## src/rtl/ppu_types_pkg.sv

```systemverilog
// Shared PPU type definitions: VRAM ownership and arbiter state encodings,
// plus the constants used by the VRAM arbiter.
package ppu_types_pkg;

    typedef enum logic [1:0] {
        NONE,
        BG,
        OBJ,
        CPU
    } vram_owner_t;

    typedef enum logic [1:0] {
        IDLE,
        ISSUE,
        WAIT
    } arb_state_t;

    localparam int         VRAM_AW  = 13;
    localparam logic [7:0] OPEN_BUS = 8'hFF;

endpackage

```

## src/rtl/vram_arbiter.sv

```systemverilog
// Single-port VRAM arbiter between the BG fetcher, the sprite fetcher and the
// CPU. One transaction at a time: grant on a dot, issue, then capture data.
module vram_arbiter
    import ppu_types_pkg::*;
(
    input  logic                clk,
    input  logic                reset,
    input  logic                dot_en,
    input  logic                lcd_en,
    input  logic                mode3,
    input  logic                bg_req,
    input  logic [15:0]         bg_addr,
    input  logic                obj_req,
    input  logic [15:0]         obj_addr,
    input  logic                cpu_req,
    input  logic                cpu_we,
    input  logic [15:0]         cpu_addr,
    input  logic [7:0]          cpu_wdata,
    output logic                bg_gnt,
    output logic                obj_gnt,
    output logic                cpu_gnt,
    output logic                bg_rvalid,
    output logic                obj_rvalid,
    output logic                cpu_done,
    output logic [7:0]          rdata,
    output logic [7:0]          cpu_rdata,
    output logic [VRAM_AW-1:0]  vram_addr,
    output logic                vram_re,
    output logic                vram_we,
    output logic [7:0]          vram_wdata,
    input  logic [7:0]          vram_rdata
);

    arb_state_t          state_q, state_d;
    vram_owner_t         owner_q, owner_d, pick;
    logic                we_q, we_d;
    logic                locked_q, locked_d;
    logic                fetch_mode;
    logic [VRAM_AW-1:0]  pick_addr;

    logic [VRAM_AW-1:0]  vram_addr_d;
    logic                vram_re_d, vram_we_d;
    logic [7:0]          vram_wdata_d, rdata_d, cpu_rdata_d;
    logic                bg_gnt_d, obj_gnt_d, cpu_gnt_d;
    logic                bg_rvalid_d, obj_rvalid_d, cpu_done_d;

    // VRAM is 8 KiB, so the top three address bits are don't-care.
    logic unused_addr_bits;
    assign unused_addr_bits = ^{bg_addr[15:13], obj_addr[15:13], cpu_addr[15:13]};

    assign fetch_mode = lcd_en & mode3;

    // During pixel transfer the fetchers own VRAM (sprites first); a CPU
    // request is still accepted but completes as a locked-out access.
    always_comb begin
        pick      = NONE;
        pick_addr = cpu_addr[VRAM_AW-1:0];
        if (fetch_mode) begin
            if (obj_req) begin
                pick      = OBJ;
                pick_addr = obj_addr[VRAM_AW-1:0];
            end else if (bg_req) begin
                pick      = BG;
                pick_addr = bg_addr[VRAM_AW-1:0];
            end else if (cpu_req) begin
                pick = CPU;
            end
        end else if (cpu_req) begin
            pick = CPU;
        end
    end

    always_comb begin
        // NOTE: every signal written here is defaulted first so no branch can infer a latch.
        state_d      = state_q;
        owner_d      = owner_q;
        we_d         = we_q;
        locked_d     = locked_q;
        vram_addr_d  = vram_addr;
        vram_re_d    = 1'b0;
        vram_we_d    = 1'b0;
        vram_wdata_d = vram_wdata;
        rdata_d      = rdata;
        cpu_rdata_d  = cpu_rdata;
        bg_gnt_d     = 1'b0;
        obj_gnt_d    = 1'b0;
        cpu_gnt_d    = 1'b0;
        bg_rvalid_d  = 1'b0;
        obj_rvalid_d = 1'b0;
        cpu_done_d   = 1'b0;

        case (state_q)
            IDLE: begin
                if (dot_en && pick != NONE) begin
                    state_d   = ISSUE;
                    owner_d   = pick;
                    we_d      = (pick == CPU) && cpu_we;
                    locked_d  = (pick == CPU) && fetch_mode;
                    bg_gnt_d  = (pick == BG);
                    obj_gnt_d = (pick == OBJ);
                    cpu_gnt_d = (pick == CPU);
                    // Port is registered, so strobes loaded here are high exactly during ISSUE.
                    if (!locked_d) begin
                        vram_addr_d = pick_addr;
                        vram_re_d   = !we_d;
                        vram_we_d   = we_d;
                        if (we_d) vram_wdata_d = cpu_wdata;
                    end
                end
            end
            ISSUE: state_d = WAIT;
            WAIT: begin
                state_d = IDLE;
                owner_d = NONE;
                case (owner_q)
                    BG: begin
                        rdata_d     = vram_rdata;
                        bg_rvalid_d = 1'b1;
                    end
                    OBJ: begin
                        rdata_d      = vram_rdata;
                        obj_rvalid_d = 1'b1;
                    end
                    CPU: begin
                        cpu_done_d = 1'b1;
                        if (locked_q)   cpu_rdata_d = OPEN_BUS;
                        else if (!we_q) cpu_rdata_d = vram_rdata;
                    end
                    default: ;
                endcase
            end
            default: state_d = IDLE;
        endcase
    end

    // NOTE: sequential state uses non-blocking assignments so every register samples pre-edge values.
    always_ff @(posedge clk or negedge reset) begin
        if (!reset) begin
            state_q    <= IDLE;
            owner_q    <= NONE;
            we_q       <= 1'b0;
            locked_q   <= 1'b0;
            vram_addr  <= '0;
            vram_re    <= 1'b0;
            vram_we    <= 1'b0;
            vram_wdata <= '0;
            rdata      <= '0;
            cpu_rdata  <= OPEN_BUS;
            bg_gnt     <= 1'b0;
            obj_gnt    <= 1'b0;
            cpu_gnt    <= 1'b0;
            bg_rvalid  <= 1'b0;
            obj_rvalid <= 1'b0;
            cpu_done   <= 1'b0;
        end else begin
            state_q    <= state_d;
            owner_q    <= owner_d;
            we_q       <= we_d;
            locked_q   <= locked_d;
            vram_addr  <= vram_addr_d;
            vram_re    <= vram_re_d;
            vram_we    <= vram_we_d;
            vram_wdata <= vram_wdata_d;
            rdata      <= rdata_d;
            cpu_rdata  <= cpu_rdata_d;
            bg_gnt     <= bg_gnt_d;
            obj_gnt    <= obj_gnt_d;
            cpu_gnt    <= cpu_gnt_d;
            bg_rvalid  <= bg_rvalid_d;
            obj_rvalid <= obj_rvalid_d;
            cpu_done   <= cpu_done_d;
        end
    end

endmodule

```

## config.mk

```make
export PLATFORM = sky130hd
export DESIGN_NAME = vram_arbiter
export DESIGN_NICKNAME = d
export VERILOG_FILES = /design/src/rtl/ppu_types_pkg.sv /design/src/rtl/vram_arbiter.sv
export SDC_FILE = /design/constraint.sdc
export NUM_CORES = 1
export LEC_CHECK = 0
export CORE_MARGIN = 2
export CORE_UTILIZATION = 36
export CTS_CLUSTER_SIZE = 8
export DETAILED_ROUTE_END_ITERATION = 16
export PLACE_DENSITY = 0.77
export SYNTH_ARGS = -nofsm -noshare
export SYNTH_HDL_FRONTEND = slang
export SYNTH_SLANG_ARGS = --single-unit
```

## constraint.sdc

```tcl
create_clock -name clk -period 1.7 [get_ports clk]
set_input_delay 0.34 -clock clk [delete_from_list [all_inputs] [get_ports clk]]
set_output_delay 0.34 -clock clk [all_outputs]
set_load 0.005 [all_outputs]
```

# After elaboration in Yosys (flattened, before gate mapping)
# Cells that the tools add are included.
# totals
reg_bits	51
inputBits	73
out_inout_bits	45
elab_cells	73
# classes
n_eq_ne	10
mux	31
bitwise	2
n_reduce_logical	14
# op_table
operator	n
$mux W13	3
$mux W1	18
$mux W8	2
$mux W2	6
$eq A2 B2 Y1 const B	5
$pmux W2 S2	2
$eq A2 B1 Y1 const B	3
$reduce_and A2 Y1	3
$reduce_and A3 Y1	2
$reduce_and A4 Y1	1
$reduce_bool A2 Y1	2
$logic_and A1 B1 Y1	3
$logic_not A2 Y1	1
$ne A2 B1 Y1 const B	1
$ne A2 B2 Y1 const B	1
$reduce_or A2 Y1	1
$and A1 B1 Y1	1
$logic_not A1 Y1	1
$not A1 Y1	1

# Depth between registers and ports, before layout
# logic_depth
ltp_word	10
depth_mapped	6
ltp_nobuf	4

# Worst setup path before layout
# OpenSTA, ideal clock, no wires.
# synth_path
path_kind	register to register
from	register state_q[0]
to	register vram_addr[10]
setup_time_ns	0.125
arrival_time_ns	1.573
required_ns	1.575
setup_slack_ns	0.002
path_stages_with_launch	7
n_path_buf	2
period_less_slack_ns	1.698
path_cell_list	dfrtp_1 nor3b_4 a21bo_1 buf_6 nand2b_4 buf_6 mux2_4
# synth_between
elab_chain_len	2
# synth_rtl
item	line	source
from (decl)	vram_arbiter.sv:34	arb_state_t state_q, state_d;
from (signal assigned)	vram_arbiter.sv:156	state_q <= state_d;
$logic_not A2 Y1	vram_arbiter.sv:92	case (state_q)
$reduce_and A3 Y1 (no line)	--	
to (signal assigned)	vram_arbiter.sv:160	vram_addr <= vram_addr_d;
to (decl)	vram_arbiter.sv:27	output logic [VRAM_AW-1:0] vram_addr,
# Every way passes these cells.
# A chain may end at the register's enable or synchronous reset.

# Final worst setup path
# layout_path
from	register cpu_rdata[7]
to	output cpu_rdata[7]
# layout_lines
item	line	source
from (decl)	vram_arbiter.sv:26	output logic [7:0] cpu_rdata,
from (signal assigned)	vram_arbiter.sv:165	cpu_rdata <= cpu_rdata_d;
# No word-level cell between the ends.

==> key figures <==
GRT
  • Initial antenna violation count: 0
  • Largest net degree at the start of global routing: 24
  • First-pass GRT wire length: 9160 um
  • Number of global-route vias before repair: 1,987
  • Gr usage total: 16.1%
  • Total grt overflow: 0

Logic synthesis
  • Syn Nets: 271
  • Seq/Total Area, Yosys: 56.1%
  • Cells after Synth: 195
  • Leading register cell type out of synthesis: dfrtp_1
  • Dominant cells by area after synthesis: dfrtp_1 (47%), mux2_2 (9.3%), dfstp_2 (9.2%), mux2_4 (6.6%), nand2_1 (5.9%)
  • Mean Syn Cell Area: 11.8 um^2
  • Yosys top cell area share: 46.9%
  • Fraction of registers with async set/reset: 100%
  • Mapped Area: 0.00229 mm^2
  • EDFF count, synth: 0
  • Yosys warnings: 0
  • Yosys top cell by area: dfrtp_1
  • Library cells used by synthesis: 29
  • Seq cells post-synth: 51

Setup path
  • Crit path depth: 1
  • Critical Path Fanout Max: 2
  • FF-to-FF path depth: 4
  • Critical Path RT: 1.36 ns
  • Critical path class: reg -> out
  • CP endpoint kind: output port
  • Crit path max-delay family: flip-flops
  • Max stage delay on crit path: 0.54 ns
  • CP max-delay cell: dfstp_2
  • Crit start category: register
  • CP cell instances: clkdlybuf4s50_1
  • Crit path arrival time: 1.32 ns
  • WP buf/inv: 1

Timing
  • Tcrit/Tclk final: 97.5%
  • Final Critical Period: 1.66 ns
  • Final hold slack: 0.460 ns
  • Max_slew headroom: 65.4%
  • Final Slew Violations: 0
  • Final setup fails: 0
  • Worst slew pin tran: 0.519 ns
  • Max Clk Rate: 603 MHz
  • RSZ-0062 raised after global routing: false
  • Setup Skew: 0.00262 ns
  • Final hold vios: 0

Placement
  • Dpl cell area: 0.00357 mm^2
  • DP Wirelength: 4260 um
  • Placed cells: 392
  • Port Buffer Count: 108
  • GPL Wtd Cong: 0.785

Power
  • Peak supply drop: 649 uV
  • Static leakage: 1.76 nW
  • Pwr Total: 3.88 mW
  • PD cells: 1040 mW/mm^2

Hold path
  • Min-Delay Path Class: in -> async

Detailed routing
  • Vias: 1,916
  • Router iterations before antenna repair: 4
  • DRC: 0
  • Drt total wl: 5500 um
  • Drt via density: 4.77
  • ANT nets after route: 0
  • DR WL/cell: 13.7 um
  • First DRT Iteration DRCs: 42

Floorplan
  • Starting Density: 36.7%
  • Row count: 29
  • Chip width: 83.8 um
  • Die Area: 0.00702 mm^2
  • Core region area: 0.00624 mm^2
  • # IOs: 118
  • Die Span Y: 83.8 um

Clocking
  • Clk buf depth: 2
  • Clock root buffer: clkbuf_8
  • Worst-path clk slew: 0.09 ns
  • TritonCTS Buffers: 5
  • CTS tree: built
  • Worst skew pair latency: 0.29 ns
  • H-Tree Depth: 2
  • Clock sinks: 51

Final layout
  • Area Overhead vs Synth: 62.2%
  • Fin util: 59.6%
  • ANT cells: 0
  • Nets: 400
  • Final non-filler cell area: 0.00372 mm^2
  • Share of post-route cells with drive strength above 1: 21.8%
  • Commonest non-fill, non-tap cells in the layout: clkdlybuf4s50_1 (95), dfrtp_1 (43), nand2_1 (36)
  • Layout Cells excl Fill: 402
  • Filler cell count: 539
  • Most common cell after layout, fill and taps aside: clkdlybuf4s50_1

Flow run
  • Max cap viols: 0

Outcome
  • Status: complete, no violations
-- where the power goes --
part | total (mW) | switching, mW | leakage [nW] | internal, mW
Combinational | 1.40 | 0.410 | 1.10 | 0.991
Clock | 0.671 | 0.383 | 0.0412 | 0.288
Sequential | 1.81 | 0.193 | 0.620 | 1.62
-- registers in the layout, indices dropped and copies added (netlist names), 2 cells and up --
| signal | flops |
|---|---|
| vram_addr | 13 |
| rdata | 8 |
| state_q | 2 |
| cpu_rdata | 8 |
| vram_wdata | 8 |
| owner_q | 2 |
-- per-layer routing --
metal	global-route usage, %	vias up	wire, um
li1	-	929	-
met1	20.0	902	2340
met2	26.8	80	2630
met3	6.13	5	485
met4	3.23	0	44
met5	0	-	0
-- kinds of logic after synthesis --
family / synth area share, %
flops: 56.1
fa+ha+maj: 1.64
compound gates: 9.06
buf+inv: 2.78
mux: 15.9
simple gates: 14.5
-- stage by stage --
stage / TNS, ns / setup WS [ns]
after floorplan: 0 / 0.00229
after global placement: -7.98 / -0.464
after detailed placement: -8.56 / -0.505
after CTS: 0 / 0.000260
after global routing: 0 / 0.00419
final: 0 / 0.0417
-- worst paths after layout --
check | from | to | slack (ns)
min in group clk | cpu_rdata[1]$_DFFE_PN1P_ | cpu_rdata[1]$_DFFE_PN1P_ | 0.49
setup reg to reg | state_q[0]$_DFFE_PN0P_ | vram_addr[10]$_DFFE_PN0P_ | 0.12
hold / removal | reset | rdata[7]$_DFFE_PN0P_ | 0.46
setup / recovery | cpu_rdata[7]$_DFFE_PN1P_ | cpu_rdata[7] | 0.04
hold reg to reg | cpu_rdata[1]$_DFFE_PN1P_ | cpu_rdata[1]$_DFFE_PN1P_ | 0.49
max in group asynchronous | reset | vram_addr[8]$_DFFE_PN0P_ | 0.63
-- repair_timing --
action,CTS,global route
setup buffers,0,0
cloned,1,0
gates resized for setup,8,10
hold buffers,1,0
hold endpoints to repair,5,0
setup endpoints to repair,13,15
pin swaps,2,3
-- Yosys cell counts, drive strengths merged (4+ instances only) --
| master | instances |
|---|---|
| dfrtp | 43 |
| nand2 | 36 |
| a22oi | 12 |
| and2 | 6 |
| nand3 | 4 |
| dfstp | 8 |
| o21ai | 11 |
| inv | 5 |
| clkbuf | 6 |
| mux2 | 29 |
| nor2 | 9 |
-- final cells by class --
cell class                 count  area (um^2)  share of cell area (%)
clock buffer                   6         72.6                    1.95
timing repair buffer         129         1260                    33.9
multi-input combinational    132          972                    26.2
inverter                       5         18.8                   0.505
clock inverter                 2         12.5                   0.337
sequential                    51         1290                    34.6
tap                           77         96.3                    2.59
Power figures use the tool's default switching activity.
==> RTL edit (same settings) <==
The 4 values of `vram_owner_t` get a one-hot encoding in 4 bits.
--- a/src/rtl/ppu_types_pkg.sv
+++ b/src/rtl/ppu_types_pkg.sv
@@ -3,9 +3,9 @@
 package ppu_types_pkg;
 
-    typedef enum logic [1:0] {
-        NONE,
-        BG,
-        OBJ,
-        CPU
+    typedef enum logic [3:0] {
+        NONE = 4'b0001,
+        BG   = 4'b0010,
+        OBJ  = 4'b0100,
+        CPU  = 4'b1000
     } vram_owner_t;
 
Formal check against the unedited RTL: no difference found for any inputs over 10 cycles, from zero or initial values and one cycle with reset low; not proved beyond that.
==> RTL edit against the unedited design <==
Utilization is 0.99 points higher; synthesized cell count grew 2.1%; register-to-register slack got worse by 0.08 ns; cell area rose by 3.4%; wire length is 14% higher; critical path depth up 3; setup slack worse by 0.0055 ns; hold slack lost 0.46 ns; total power is 8.4% higher; area after synthesis is 3.5% higher; sequential cell count is 2 higher.
==> RTL edit: results (changes against the unedited design) <==
[cts]
clock_path_buffers = 2  ; unchanged
clock-sinks = 53  ; +3.9%
ctsResizeCount = 3  ; -5
clkLatencyLatePin_ns = 0.31  ; +0.02 ns
postCtsSetupBuffers = 3  ; +3
cts_root_buf = clkbuf_8
clk_pin_slew_ns = 0.10

[critical_path]
regToRegEndpoint = rdata[1]
arrival_ns = 1.86  ; +0.54 ns
path_delay_family = simple AND/OR/NAND/NOR gates
r2r-start = owner_q[0]
worst_path_largest_cell_delay_ns = 0.38  ; -0.16 ns
critPathMaxFanout = 8  ; +6

[grt]
antenna_found_initial = 0  ; unchanged
grt_max_degree = 54  ; +130%
grt_pass1_wl_um = 10300  ; +12%
grt_pass1_vias = 2135  ; +7.4%
grt_use_total_pct = 17.9  ; +1.8 points

[timing]
fin_skew_ns = 0.00955  ; +0.00693 ns
layout_setup_ws_ns = 0.0363  ; -0.00547 ns
worstMarginPinSlew_ns = 0.431  ; -0.0878 ns
slew_viol_final = 0  ; unchanged
hold_ws_ns = 0.00436  ; -0.455 ns

[drt]
drt-wirelength-per-cell_um = 15.4  ; +12%
first_iter_violations = 70  ; +67%
drt_pass1_iterations = 4  ; unchanged
vias_per_cell = 5.25  ; +10%

[power_and_ir_drop]
internal_power_mw = 3.05  ; +5.2%
leakage_nw = 1.63  ; -7.1%
ir_drop_mv = 0.739  ; +14%

[min_path]
hold_path_class = in -> async

[final_layout]
drive_gt1_share_pct = 24.5  ; +2.6 points
multi_input_area_um2 = 971  ; -0.13%
multi_input_gates = 129  ; -2.3%
nets = 403  ; +0.75%
num-nonclk-inverters = 3  ; -2
bufAreaShareNonClock_pct = 34.8  ; +0.96 points
seq_share_pct = 34.8  ; +0.19 points
nNonClkBuffers = 138  ; +7.0%
clk_share_pct = 2.34  ; +0.054 points
top_register = vram_addr
fillers = 508  ; -5.8%

[placed_design]
place_congestion = 0.786  ; +0.17%
dp_slack_ns = -0.122  ; +0.382 ns
dpl.hpwl_um = 4640  ; +9.0%
port_buffers = 108  ; unchanged

[synthesis]
synth_mux_area_share_pct = 8.86  ; -7.0 points
synthAdderAreaFrac_pct = 0  ; -1.6 points
synth-xor-area-share_pct = 0.369  ; +0.37 points
synth_area_leaders = dfrtp_1, dfstp_2, o221a_2, mux2_4, o2111ai_1
synthTopCellsByCount = dfrtp_1, nand2_1, o2111ai_1, o221a_2
yosys_warnings = 0  ; unchanged
ys_types = 40  ; +38%
synth_nets = 272  ; +0.37%
synth-compound-area-share_pct = 17.3  ; +8.2 points
yosysSeqAreaShare_pct = 56.4  ; +0.27 points

[status]
status = finished clean

[run]
drv_cap = 0  ; unchanged

-- RTL edit: cell count changes after synthesis, sizes merged, moves of 4 or more --
cell	before	now
and2	6	1
a31oi	1	7
nor4	0	7
nand2	36	30
mux2	29	16
o221a	0	13
a22oi	12	1
o21ai	11	1
o2111ai	0	13
buf	2	6
-- RTL edit: metal layers --
layer	wire length, um	part of all wire [%]	up-vias	global-route usage [%]
met3	498	8.0	5	5.25
met1	2590	41	1054	22.3
met4	68	1.1	0	5.19
met5	0	0	-	0
li1	-	-	1011	-
met2	3110	50	74	30.2
-- RTL edit: worst max-delay path by stage --
stage                  from       endpoint
2_1_floorplan    state_q[0]       rdata[0]
3_3_place_gp        cpu_req  vram_wdata[5]
3_5_place_dp        cpu_req  vram_wdata[3]
4_1_cts        cpu_rdata[0]   cpu_rdata[0]
5_1_grt          owner_q[0]       rdata[1]
6_report         owner_q[0]       rdata[1]
-- RTL edit: metrics by stage --
| step | total power, mW | std cells | instance area [um2] |
|---|---|---|---|
| 6_report | 4.21 | 408 | 3840 |
| 5_1_grt | 4.47 | 408 | 3840 |
| 4_1_cts | 4.23 | 406 | 3800 |
| 3_5_place_dp | 3.48 | 395 | 3690 |
| 3_3_place_gp | 3.42 | 395 | 3690 |
| 2_1_floorplan | 2.46 | 199 | 2370 |
-- RTL edit: power by group through the flow --
stage | logic (mW) | clock network (mW) | registers (mW)
after global placement | 1.50 | 0 | 1.92
final | 1.57 | 0.721 | 1.91
after global routing | 1.70 | 0.807 | 1.97
after floorplan | 0.535 | 0 | 1.92
after CTS | 1.57 | 0.742 | 1.92
after detailed placement | 1.54 | 0 | 1.94
-- RTL edit: cells by family after synthesis --
group,Yosys count
buf+inv,17
mux,16
flops,53
compound gates,48
simple gates,64
xor+xnor,1
